### config.mk
export PLATFORM = sky130hd
export DESIGN_NAME = cache_refill_ctrl
export DESIGN_NICKNAME = d
export VERILOG_FILES = /design/src/rtl/cache_refill_ctrl_pkg.sv /design/src/rtl/refill_perf_cnt.sv /design/src/rtl/cache_refill_ctrl.sv
export SDC_FILE = /design/constraint.sdc
export NUM_CORES = 1
export LEC_CHECK = 0
export ABC_AREA = 1
export CAP_MARGIN = 0
export CORE_MARGIN = 8
export CORE_UTILIZATION = 38
export DETAILED_ROUTE_END_ITERATION = 7
export PLACE_DENSITY = 0.78
export SYNTH_ARGS = -nofsm -noshare
export SYNTH_HDL_FRONTEND = slang
export SYNTH_SLANG_ARGS = --single-unit
export TNS_END_PERCENT = 30
### constraint.sdc
create_clock -name clk -period 1.85 [get_ports clk]
set_clock_uncertainty 0.1 [all_clocks]
set_input_delay 0.185 -clock clk [delete_from_list [all_inputs] [get_ports clk]]
set_output_delay 0.185 -clock clk [all_outputs]
set_load 0.01 [all_outputs]
### src/rtl/cache_refill_ctrl_pkg.sv
// Shared types and constants for the cache refill controller.
package cache_refill_ctrl_pkg;

  localparam int unsigned WORD_W    = 32;
  localparam int unsigned WEN_W     = 4;
  localparam int unsigned MEM_LEN_W = 5;
  localparam int unsigned PERF_W    = 32;
  localparam logic [WEN_W-1:0] WEN_FULL = 4'hF;

  typedef enum logic [1:0] {
    ST_IDLE = 2'd0,
    ST_REQ  = 2'd1,
    ST_FILL = 2'd2,
    ST_DONE = 2'd3
  } state_e;

endpackage

### src/rtl/refill_perf_cnt.sv
// Saturating miss and stall-cycle counters for the refill controller.
module refill_perf_cnt
  import cache_refill_ctrl_pkg::*;
(
  input  logic              clk,
  input  logic              reset,
  input  logic              miss_inc,
  input  logic              stall_inc,
  output logic [PERF_W-1:0] perf_miss_cnt,
  output logic [PERF_W-1:0] perf_stall_cyc
);

  always_ff @(posedge clk) begin
    if (reset) begin
      perf_miss_cnt  <= '0;
      perf_stall_cyc <= '0;
    end else begin
      if (miss_inc && (perf_miss_cnt != '1))
        perf_miss_cnt <= perf_miss_cnt + PERF_W'(1);
      if (stall_inc && (perf_stall_cyc != '1))
        perf_stall_cyc <= perf_stall_cyc + PERF_W'(1);
    end
  end

endmodule

### src/rtl/cache_refill_ctrl.sv
// Read-miss handler: stalls, fetches an aligned burst, refills the cache, forwards the critical word.
// Optional performance counters are enabled with `CACHE_REFILL_PERF_EN.
module cache_refill_ctrl
  import cache_refill_ctrl_pkg::*;
#(
  parameter int unsigned BURST_LEN = 4,
  parameter int unsigned ADDR_W    = 32
) (
  input  logic                 clk,
  input  logic                 reset,
  input  logic                 cpu_req,
  input  logic [ADDR_W-1:0]    cpu_addr,
  input  logic                 miss,
  output logic                 stall,
  output logic                 cpu_rvalid,
  output logic [WORD_W-1:0]    cpu_rdata,
  output logic                 refill,
  output logic [ADDR_W-1:0]    addr_w,
  output logic [WORD_W-1:0]    data_w,
  output logic [WEN_W-1:0]     wen,
  output logic                 mem_req,
  output logic [ADDR_W-1:0]    mem_addr,
  output logic [MEM_LEN_W-1:0] mem_len,
  input  logic                 mem_gnt,
  input  logic                 mem_rvalid,
  input  logic [WORD_W-1:0]    mem_rdata,
  input  logic                 mem_rlast,
  output logic                 proto_err
`ifdef CACHE_REFILL_PERF_EN
  ,
  output logic [PERF_W-1:0]    perf_miss_cnt,
  output logic [PERF_W-1:0]    perf_stall_cyc
`endif
);

  localparam int unsigned CNT_W = $clog2(BURST_LEN) + 1;
  localparam logic [ADDR_W-1:0] OFS_MASK = ADDR_W'(BURST_LEN - 1);
  localparam logic [CNT_W-1:0]  LAST_CNT = CNT_W'(BURST_LEN - 1);

  state_e              state_q;
  logic [ADDR_W-1:0]   miss_addr_q;
  logic [ADDR_W-1:0]   base_q;
  logic [CNT_W-1:0]    cnt_q;
  logic                mem_req_q;
  logic [ADDR_W-1:0]   mem_addr_q;
  logic                cpu_rvalid_q;
  logic [WORD_W-1:0]   cpu_rdata_q;
  logic                proto_err_q;

  logic                miss_start_c;
  logic                beat_c;
  logic                last_beat_c;
  logic [ADDR_W-1:0]   fill_addr_c;

  // Aligned base has zero offset bits, so OR-ing the count never carries out of the block.
  assign fill_addr_c  = base_q | ADDR_W'(cnt_q);
  assign last_beat_c  = (cnt_q == LAST_CNT);
  assign miss_start_c = !reset && (state_q == ST_IDLE) && cpu_req && miss;
  assign beat_c       = !reset && (state_q == ST_FILL) && mem_rvalid;

  assign stall      = miss_start_c || (!reset && (state_q != ST_IDLE));
  assign refill     = beat_c;
  assign addr_w     = beat_c ? fill_addr_c : '0;
  assign data_w     = beat_c ? mem_rdata : '0;
  assign wen        = beat_c ? WEN_FULL : '0;
  assign mem_req    = mem_req_q;
  assign mem_addr   = mem_addr_q;
  assign mem_len    = MEM_LEN_W'(BURST_LEN);
  assign cpu_rvalid = cpu_rvalid_q;
  assign cpu_rdata  = cpu_rdata_q;
  assign proto_err  = proto_err_q;

  always_ff @(posedge clk) begin
    if (reset) begin
      state_q      <= ST_IDLE;
      miss_addr_q  <= '0;
      base_q       <= '0;
      cnt_q        <= '0;
      mem_req_q    <= 1'b0;
      mem_addr_q   <= '0;
      cpu_rvalid_q <= 1'b0;
      cpu_rdata_q  <= '0;
      proto_err_q  <= 1'b0;
    end else begin
      cpu_rvalid_q <= 1'b0;
      case (state_q)
        ST_IDLE: begin
          if (cpu_req && miss) begin
            miss_addr_q <= cpu_addr;
            base_q      <= cpu_addr & ~OFS_MASK;
            mem_addr_q  <= cpu_addr & ~OFS_MASK;
            mem_req_q   <= 1'b1;
            state_q     <= ST_REQ;
          end
        end
        ST_REQ: begin
          if (mem_gnt) begin
            mem_req_q <= 1'b0;
            cnt_q     <= '0;
            state_q   <= ST_FILL;
          end
        end
        ST_FILL: begin
          if (mem_rvalid) begin
            if (fill_addr_c == miss_addr_q) begin
              cpu_rdata_q  <= mem_rdata;
              cpu_rvalid_q <= 1'b1;
            end
            // rlast must coincide exactly with the counted final beat.
            if (last_beat_c != mem_rlast)
              proto_err_q <= 1'b1;
            if (last_beat_c)
              state_q <= ST_DONE;
            else
              cnt_q <= cnt_q + CNT_W'(1);
          end
        end
        ST_DONE: state_q <= ST_IDLE;
        default: state_q <= ST_IDLE;
      endcase
    end
  end

`ifdef CACHE_REFILL_PERF_EN
  refill_perf_cnt u_perf (
    .clk            (clk),
    .reset          (reset),
    .miss_inc       (miss_start_c),
    .stall_inc      (stall),
    .perf_miss_cnt  (perf_miss_cnt),
    .perf_stall_cyc (perf_stall_cyc)
  );
`endif

endmodule

# [After elaboration in Yosys (flattened, before gate mapping)]
# Index checks and enable logic that the tools add are counted.
[totals] inputBits=71 output_inout_bits=142 register_bits=102
[classes] muxes=16 bitwise=3 eq_ne=11 n_addsub=1 reduce_logical=20
[ops] cell="$mux 32" n=2
[ops] cell="$eq 32x32->1" n=1
[ops] cell="$or 32x3->32" n=1
[ops] cell="$mux 3" n=3
[ops] cell="$reduce_and 3->1" n=3
[ops] cell="$mux 2" n=4
[ops] cell="$ne 2x2->1 const B" n=4
[ops] cell="$pmux 2 s4" n=1
[ops] cell="$reduce_and 4->1" n=2
[ops] cell="$logic_and 1x1->1" n=7
[ops] cell="$pmux 3 s2" n=1
[ops] cell="$reduce_bool 2->1" n=3
[ops] cell="$eq 2x2->1 const B" n=2
[ops] cell="$mux 4" n=1
[ops] cell="$add 3x1->3 const B" n=1
[ops] cell="$eq 3x2->1 const B" n=1
[ops] cell="$mux 1" n=3
[ops] cell="$reduce_or 3->1" n=1
[ops] cell="$eq 2x1->1 const B" n=1
[ops] cell="$logic_not 2->1" n=1
[ops] cell="$ne 2x1->1 const B" n=1
[ops] cell="$not 1->1" n=2
[ops] cell="$pmux 1 s2" n=1
[ops] cell="$reduce_and 2->1" n=1
[ops] cell="other kinds (3)" n=3

# [Logic depth before layout (Yosys ltp)]
# Gate-level depths: netlist of run 1.
[depth] word_depth=5 ltp_mapped=9 ltp_nobuf=9

# [Worst setup path before layout of run 1]
# OpenSTA, ideal clock, no wires.
[synth_timing] path_kind="register to output" startpoint="register state_q[0]" endpoint="output addr_w[10]" setup_slack_ns=-0.034 t_arrival_ns=1.599 path_buffers=1 path_stages_with_launch=8 cell_sequence="dfxtp_1 > inv_1 > ha_1 > nand2_1 > nor2_1 > inv_2 > buf_1 > nor2_1"
[synth_between] elab_chain_len=4
[synth_lines] item="start: declaration" line="cache_refill_ctrl.sv:40" rtl="state_e state_q;"
[synth_lines] item="start signal: assignment" line="cache_refill_ctrl.sv:75" rtl="state_q <= ST_IDLE;"
[synth_lines] item="start signal: assignment" line="cache_refill_ctrl.sv:93" rtl="state_q <= ST_REQ;"
[synth_lines] item="start signal: assignment" line="cache_refill_ctrl.sv:100" rtl="state_q <= ST_FILL;"
[synth_lines] item="$eq 2x2->1" line="cache_refill_ctrl.sv:59" rtl="assign beat_c = !reset && (state_q == ST_FILL) && mem_rvalid;"
[synth_lines] item="$logic_and 1x1->1 (2 in series)" line="cache_refill_ctrl.sv:59"
[synth_lines] item="named net refill" line="cache_refill_ctrl.sv:17" rtl="output logic refill,"
[synth_lines] item="$mux 32" line="cache_refill_ctrl.sv:63" rtl="assign addr_w = beat_c ? fill_addr_c : '0;"
[synth_lines] item="end: declaration" line="cache_refill_ctrl.sv:18" rtl="output logic [ADDR_W-1:0] addr_w,"
# The timed path passes the listed nets, and every way through them passes these cells.

# [Final worst setup path of run 1]
[layout_timing] startpoint="register state_q[0]" endpoint="output addr_w[21]"
[layout_between] elab_chain_len=4
[layout_lines] item="$eq 2x2->1" line="cache_refill_ctrl.sv:59"
[layout_lines] item="$logic_and 1x1->1 (2 in series)" line="cache_refill_ctrl.sv:59"
[layout_lines] item="$mux 32" line="cache_refill_ctrl.sv:63"
# No other way between the ends.

==> results of run 1 <==
==> repair_timing <==
action                                  4_1_cts  5_1_grt
setup buffers                                 2        0
gates cloned                                  2        2
pin swaps                                     1        0
resized for setup                           291       54
endpoints found under the setup margin       70       72
==> layout by cell type, fill, tap and decap left out, drive strengths merged, types with 2 or more instances in the layout <==
master / n
clkdlybuf4s50: 135
nor2: 111
buf: 84
inv: 77
dfxtp: 72
a21oi: 68
nand2: 60
o21ai: 36
nand3: 33
clkbuf: 15
conb: 7
ha: 7
clkinvlp: 3
clkdlybuf4s15: 2
dlygate4sd2: 2
==> flip-flops by register name (all words and copies together) (netlist names) <==
name / flops
state_q: 2
cpu_rdata: 32
miss_addr_q: 32
cnt_q: 3
proto_err: 1
cpu_rvalid: 1
mem_req: 1
==> how the worst max path moves through the flow <==
| stage | startpoint | to | slack [ns] | cells past startpoint |
|---|---|---|---|---|
| 6_report | state_q[0]$_SDFFE_PP0P_ | addr_w[21] | -0.06 | 8 |
| 5_1_grt | state_q[0]$_SDFFE_PP0P_ | addr_w[2] | -0.14 | 8 |
| 4_1_cts | state_q[0]$_SDFFE_PP0P_ | data_w[15] | -0.14 | 8 |
| 3_5_place_dp | mem_rvalid | addr_w[27] | -0.28 | 7 |
| 3_3_place_gp | mem_rvalid | data_w[3] | -0.23 | 7 |
| 2_1_floorplan | state_q[0]$_SDFFE_PP0P_ | addr_w[10] | 0.1 | 7 |
==> layout make-up <==
cell class	instances	area share [%]
clock buffer	10	2.34
clock inverter	5	0.979
inverter	77	5.04
multi-input combinational	326	28.3
sequential	72	24.6
tap	133	2.83
timing repair buffer	228	35.9
==> routing by layer <==
layer  up-vias  wire [um]  global-route usage [%]
met5         -          0                       0
met4         0        337                    7.19
met3        21        556                    3.27
met2       115       7200                    35.8
met1      1809       4920                    19.4
li1       1972          -                       -
==> cell families (layout without fill, tap and decap cells) <==
| family | count (synthesis) | after routing |
|---|---|---|
| buffers and inverters | 151 | 320 |
| flip-flops | 72 | 72 |
| other | 2 | 7 |
| AND/OR/NAND/NOR | 206 | 206 |
| adder cells (fa/ha/maj) | 7 | 7 |
| AO/OA/AOI/OAI | 106 | 106 |
==> worst max-delay path, stage by stage, from the launching register on <==
cell,delay (ns)
dfxtp_2,0.33
inv_2,0.07
ha_4,0.15
nand2_4,0.05
nor2_4,0.15
inv_8,0.10
buf_12,0.17
nor2_2,0.10
buf_2,0.14
==> stage by stage <==
stage	hold WS (ns)	cell area, um2
floorplan	0.154	3690
global placement	0.346	5660
detailed placement	0.347	5660
CTS	0.353	5710
global route	0.387	5880
finish	0.356	5880
==> power by group through the flow <==
stage	Clock (mW)	Combinational [mW]	Sequential (mW)
5_1_grt	1.34	3.17	2.04
6_report	1.25	2.90	2.00
3_3_place_gp	0	2.70	2.01
3_5_place_dp	0	2.77	2.03
4_1_cts	1.28	2.83	2.00
2_1_floorplan	0	1.69	2.06
==> results.json, run 1 <==
{
  "p_leak_nw": 2.59,
  "rsz0062_at_grt": "true",
  "p_clk_share_pct": 20.3,
  "path_class": "flop to output pin",
  "reg2regPathDepth": 7,
  "grt-ovfl-total": 0,
  "critPathMaxFanout": 17,
  "synth_top_family_by_area": "simple AND/OR/NAND/NOR gates",
  "finalSetupViolCount": 56,
  "finalCritPeriodShare_pct": 103,
  "status": "finished, violations left",
  "fin_nets": 792,
  "clock-root-buffer": "clkbuf_8",
  "utilization_pct": 61.3,
  "synth_most_common_cell": "nor2_1",
  "start_util_pct": 38.3,
  "arrival_ns": 1.62,
  "hold_path_class": "flop to flop",
  "dp_hpwl_um": 9590,
  "antenna_cells": 0,
  "rows": 36,
  "synth_edf_count": 0,
  "dr.pass1.iters": 4,
  "violations": "negative setup slack",
  "r2r_slack_ns": 0.10,
  "cellPowerDensity_nw_per_um2": 1050,
  "synth-adder-area-share_pct": 2.38,
  "swShare_pct": 38.2,
  "coreArea_um2": 9590,
  "slew_viol_final": 0,
  "endpoint_kind": "output pin",
  "rr_startpoint": "state_q[1]$_SDFFE_PP0P_",
  "htree_levels": 3,
  "area_growth_pct": 60.0,
  "worstPathRequired_ns": 1.56,
  "grt_pass1_vias": 3847,
  "holdPathStages": 2,
  "via_per_inst": 4.60,
  "grtUsageTotal_pct": 18.6,
  "vias": 3917,
  "synthSimpleGateAreaFrac_pct": 22.4,
  "async_reset_ff_share_pct": 0,
  "yosysSeqAreaShare_pct": 39.2,
  "power.internal_mw": 3.81,
  "drv_cap": 0,
  "fin_ws_ns": -0.0599,
  "clock_path_buffers": 2,
  "power_mw": 6.16,
  "wire_per_inst_um": 15.3,
  "synth_cell_types": 22,
  "postRouteAntennaNets": 0,
  "clk_pin_slew_worst_paths_ns": 0.09,
  "min_period_ns": 1.91,
  "numClockSinks": 72,
  "ys_warn_count": 0,
  "die_h_um": 114,
  "synthMuxAreaShare_pct": 0,
  "post-route-drc-count": 0,
  "die_w_um": 114,
  "die-area_um2": 13100,
  "finalHoldViolCount": 0,
  "grt_pass1_wl_um": 19500,
  "synth.top_cells.by_count": "nor2_1, inv_1, dfxtp_1",
  "fillers": 911,
  "io_buffer_count": 205,
  "min_from": "proto_err$_SDFFE_PP0P_",
  "netlist_area_um2": 3670,
  "rr_endpoint": "miss_addr_q[6]$_SDFFE_PP0P_",
  "synthFlopType": "dfxtp_1",
  "cp-start-kind": "flop",
  "layout-drive-gt1-share_pct": 22.3,
  "tritoncts": "done",
  "synth.top_cells.by_area": "dfxtp_1, nor2_1, buf_4",
  "sequentialPowerShare_pct": 32.6,
  "ir_worst_vdd_mv": 0.777,
  "dp_worst_setup_slack_ns": -0.277,
  "yosysTopAreaCellShare_pct": 39.2,
  "setup_tns_ns": -1.56,
  "grt_max_degree": 66,
  "final_cells": 851,
  "io_pins": 213,
  "dp_cells": 830,
  "comb_power_share_pct": 47.1,
  "clk_latency_ns": 0.34,
  "drt_wl_total_um": 13000,
  "synthCells": 544,
  "numCtsBuffers": 9,
  "power.switching_mw": 2.35,
  "ctsHoldBuffers": 0,
  "multi_input_area_um2": 1660,
  "antenna_found_initial": 0,
  "synth_compound_area_share_pct": 14.6,
  "regArea_um2": 1440,
  "place_congestion": 0.893,
  "dr.first_iter.drc_count": 197,
  "min_to": "proto_err$_SDFFE_PP0P_",
  "synth-xor-area-share_pct": 0,
  "max_freq_ghz": 0.524,
  "avgSynthCellArea_um2": 6.75,
  "synth_area_leader_cell": "dfxtp_1",
  "ys_ff_latch": 72
}
Power figures use the tool's default switching activity.
==> inputs of run 2 (changes only) <==
- CORE_MARGIN: 8 -> 4
==> results.json, run 2 (synthesis gave the netlist of run 1 again) <==
{
  "grt_pass1_vias": 3809,
  "fin_ws_ns": -0.00479,
  "coreArea_um2": 9330,
  "multi_input_area_um2": 1580,
  "clk_latency_ns": 0.33,
  "fin_nets": 792,
  "worstPathRequired_ns": 1.56,
  "htree_levels": 3,
  "endpoint_kind": "output pin",
  "grtUsageTotal_pct": 20.1,
  "status": "finished, violations left",
  "dp_cells": 831,
  "slew_viol_final": 0,
  "p_leak_nw": 2.57,
  "ir_worst_vdd_mv": 0.739,
  "postRouteAntennaNets": 0,
  "holdPathStages": 2,
  "layout-drive-gt1-share_pct": 17.5,
  "path_class": "flop to output pin",
  "cellPowerDensity_nw_per_um2": 1050,
  "finalInstanceArea_um2": 5670,
  "critPathMaxFanout": 32,
  "dp_hpwl_um": 8900,
  "clock_path_buffers": 2,
  "grt_max_degree": 50,
  "rows": 35,
  "final_common_cell": "clkdlybuf4s50_1",
  "numClockSinks": 72,
  "drt_wl_total_um": 11400,
  "r2r_slack_ns": 0.14,
  "numCtsBuffers": 9,
  "hold_path_class": "flop to flop",
  "finalHoldViolCount": 0,
  "antenna_found_initial": 0,
  "max_freq_ghz": 0.539,
  "min_to": "proto_err$_SDFFE_PP0P_",
  "cp-start-kind": "flop",
  "dr.first_iter.drc_count": 155,
  "post-route-drc-count": 0,
  "arrival_ns": 1.57,
  "regArea_um2": 1440,
  "violations": "negative setup slack",
  "ctsHoldBuffers": 0,
  "rr_startpoint": "state_q[1]$_SDFFE_PP0P_",
  "clock-root-buffer": "clkbuf_8",
  "via_per_inst": 4.59,
  "die-area_um2": 11300,
  "antenna_cells": 0,
  "dp_worst_setup_slack_ns": -0.321,
  "clk_pin_slew_worst_paths_ns": 0.08,
  "layout_common_cells": "clkdlybuf4s50_1, nor2_1, inv_1, dfxtp_1, a21oi_1",
  "final_cells": 845,
  "start_util_pct": 39.4,
  "power_mw": 5.94,
  "die_h_um": 106,
  "reg2regPathDepth": 9,
  "wire_per_inst_um": 13.5,
  "dr.pass1.iters": 4,
  "finalSetupViolCount": 1,
  "place_congestion": 0.892,
  "min_from": "proto_err$_SDFFE_PP0P_",
  "drv_cap": 0,
  "rr_endpoint": "state_q[0]$_SDFFE_PP0P_",
  "io_buffer_count": 205,
  "finalCritPeriodShare_pct": 100,
  "min_period_ns": 1.85,
  "placed_cell_area_um2": 5700,
  "rsz0062_at_grt": "true",
  "setup_tns_ns": -0.00479,
  "io_pins": 213,
  "grt_pass1_wl_um": 18200,
  "grt-ovfl-total": 0,
  "tritoncts": "done",
  "fillers": 900,
  "area_growth_pct": 54.3,
  "vias": 3881,
  "die_w_um": 106
}
## run 2: area by class of cell
class | instances | area share (%)
clock buffer | 13 | 3.16
tap | 129 | 2.85
sequential | 72 | 25.5
inverter | 77 | 5.14
timing repair buffer | 228 | 35.5
multi-input combinational | 326 | 27.9
## run 2: repair_timing
item | in CTS | in global routing
setup endpoints to repair | 70 | 75
setup buffers | 1 | 0
gates resized for setup | 280 | 10
pin swaps | 3 | 1
## run 2: metal layers
layer  vias to the layer above  track usage, %  part of all wire (%)
met1                      1759            21.9                    39
li1                       1968               -                     -
met2                       116            36.7                    52
met3                        38            3.40                   3.8
met5                         -               0                     0
met4                         0            11.2                   4.2
## run 2: stage by stage
step | hold WS (ns) | util (%)
6_report | 0.351 | 60.8
3_5_place_dp | 0.342 | 61.2
4_1_cts | 0.350 | 60.5
5_1_grt | 0.369 | 60.8
3_3_place_gp | 0.340 | 61.2
2_1_floorplan | 0.154 | -
## run 2: power by group
group	leakage, nW	switching [mW]	internal, mW
clock network	0.0935	0.546	0.613
registers	0.588	0.162	1.84
logic	1.89	1.51	1.26
total	2.57	2.22	3.72
## run 2: critical path, stage by stage (launching register included)
cell,delay [ns]
dfxtp_2,0.33
inv_2,0.07
ha_4,0.15
nand2_4,0.06
nor2_4,0.12
inv_4,0.08
buf_12,0.17
nor2_1,0.10
buf_2,0.14
## run 2: how the worst max path moves through the flow
stage                            startpoint    endpoint  slack [ns]  cells past startpoint
floorplan           state_q[0]$_SDFFE_PP0P_  addr_w[10]         0.1                      7
global placement                 mem_rvalid   addr_w[2]       -0.33                      7
detailed placement               mem_rvalid   addr_w[2]       -0.32                      7
CTS                 state_q[0]$_SDFFE_PP0P_  addr_w[18]       -0.03                      8
global route        state_q[0]$_SDFFE_PP0P_  addr_w[14]       -0.10                      8
finish              state_q[0]$_SDFFE_PP0P_  addr_w[18]      -0.005                      8
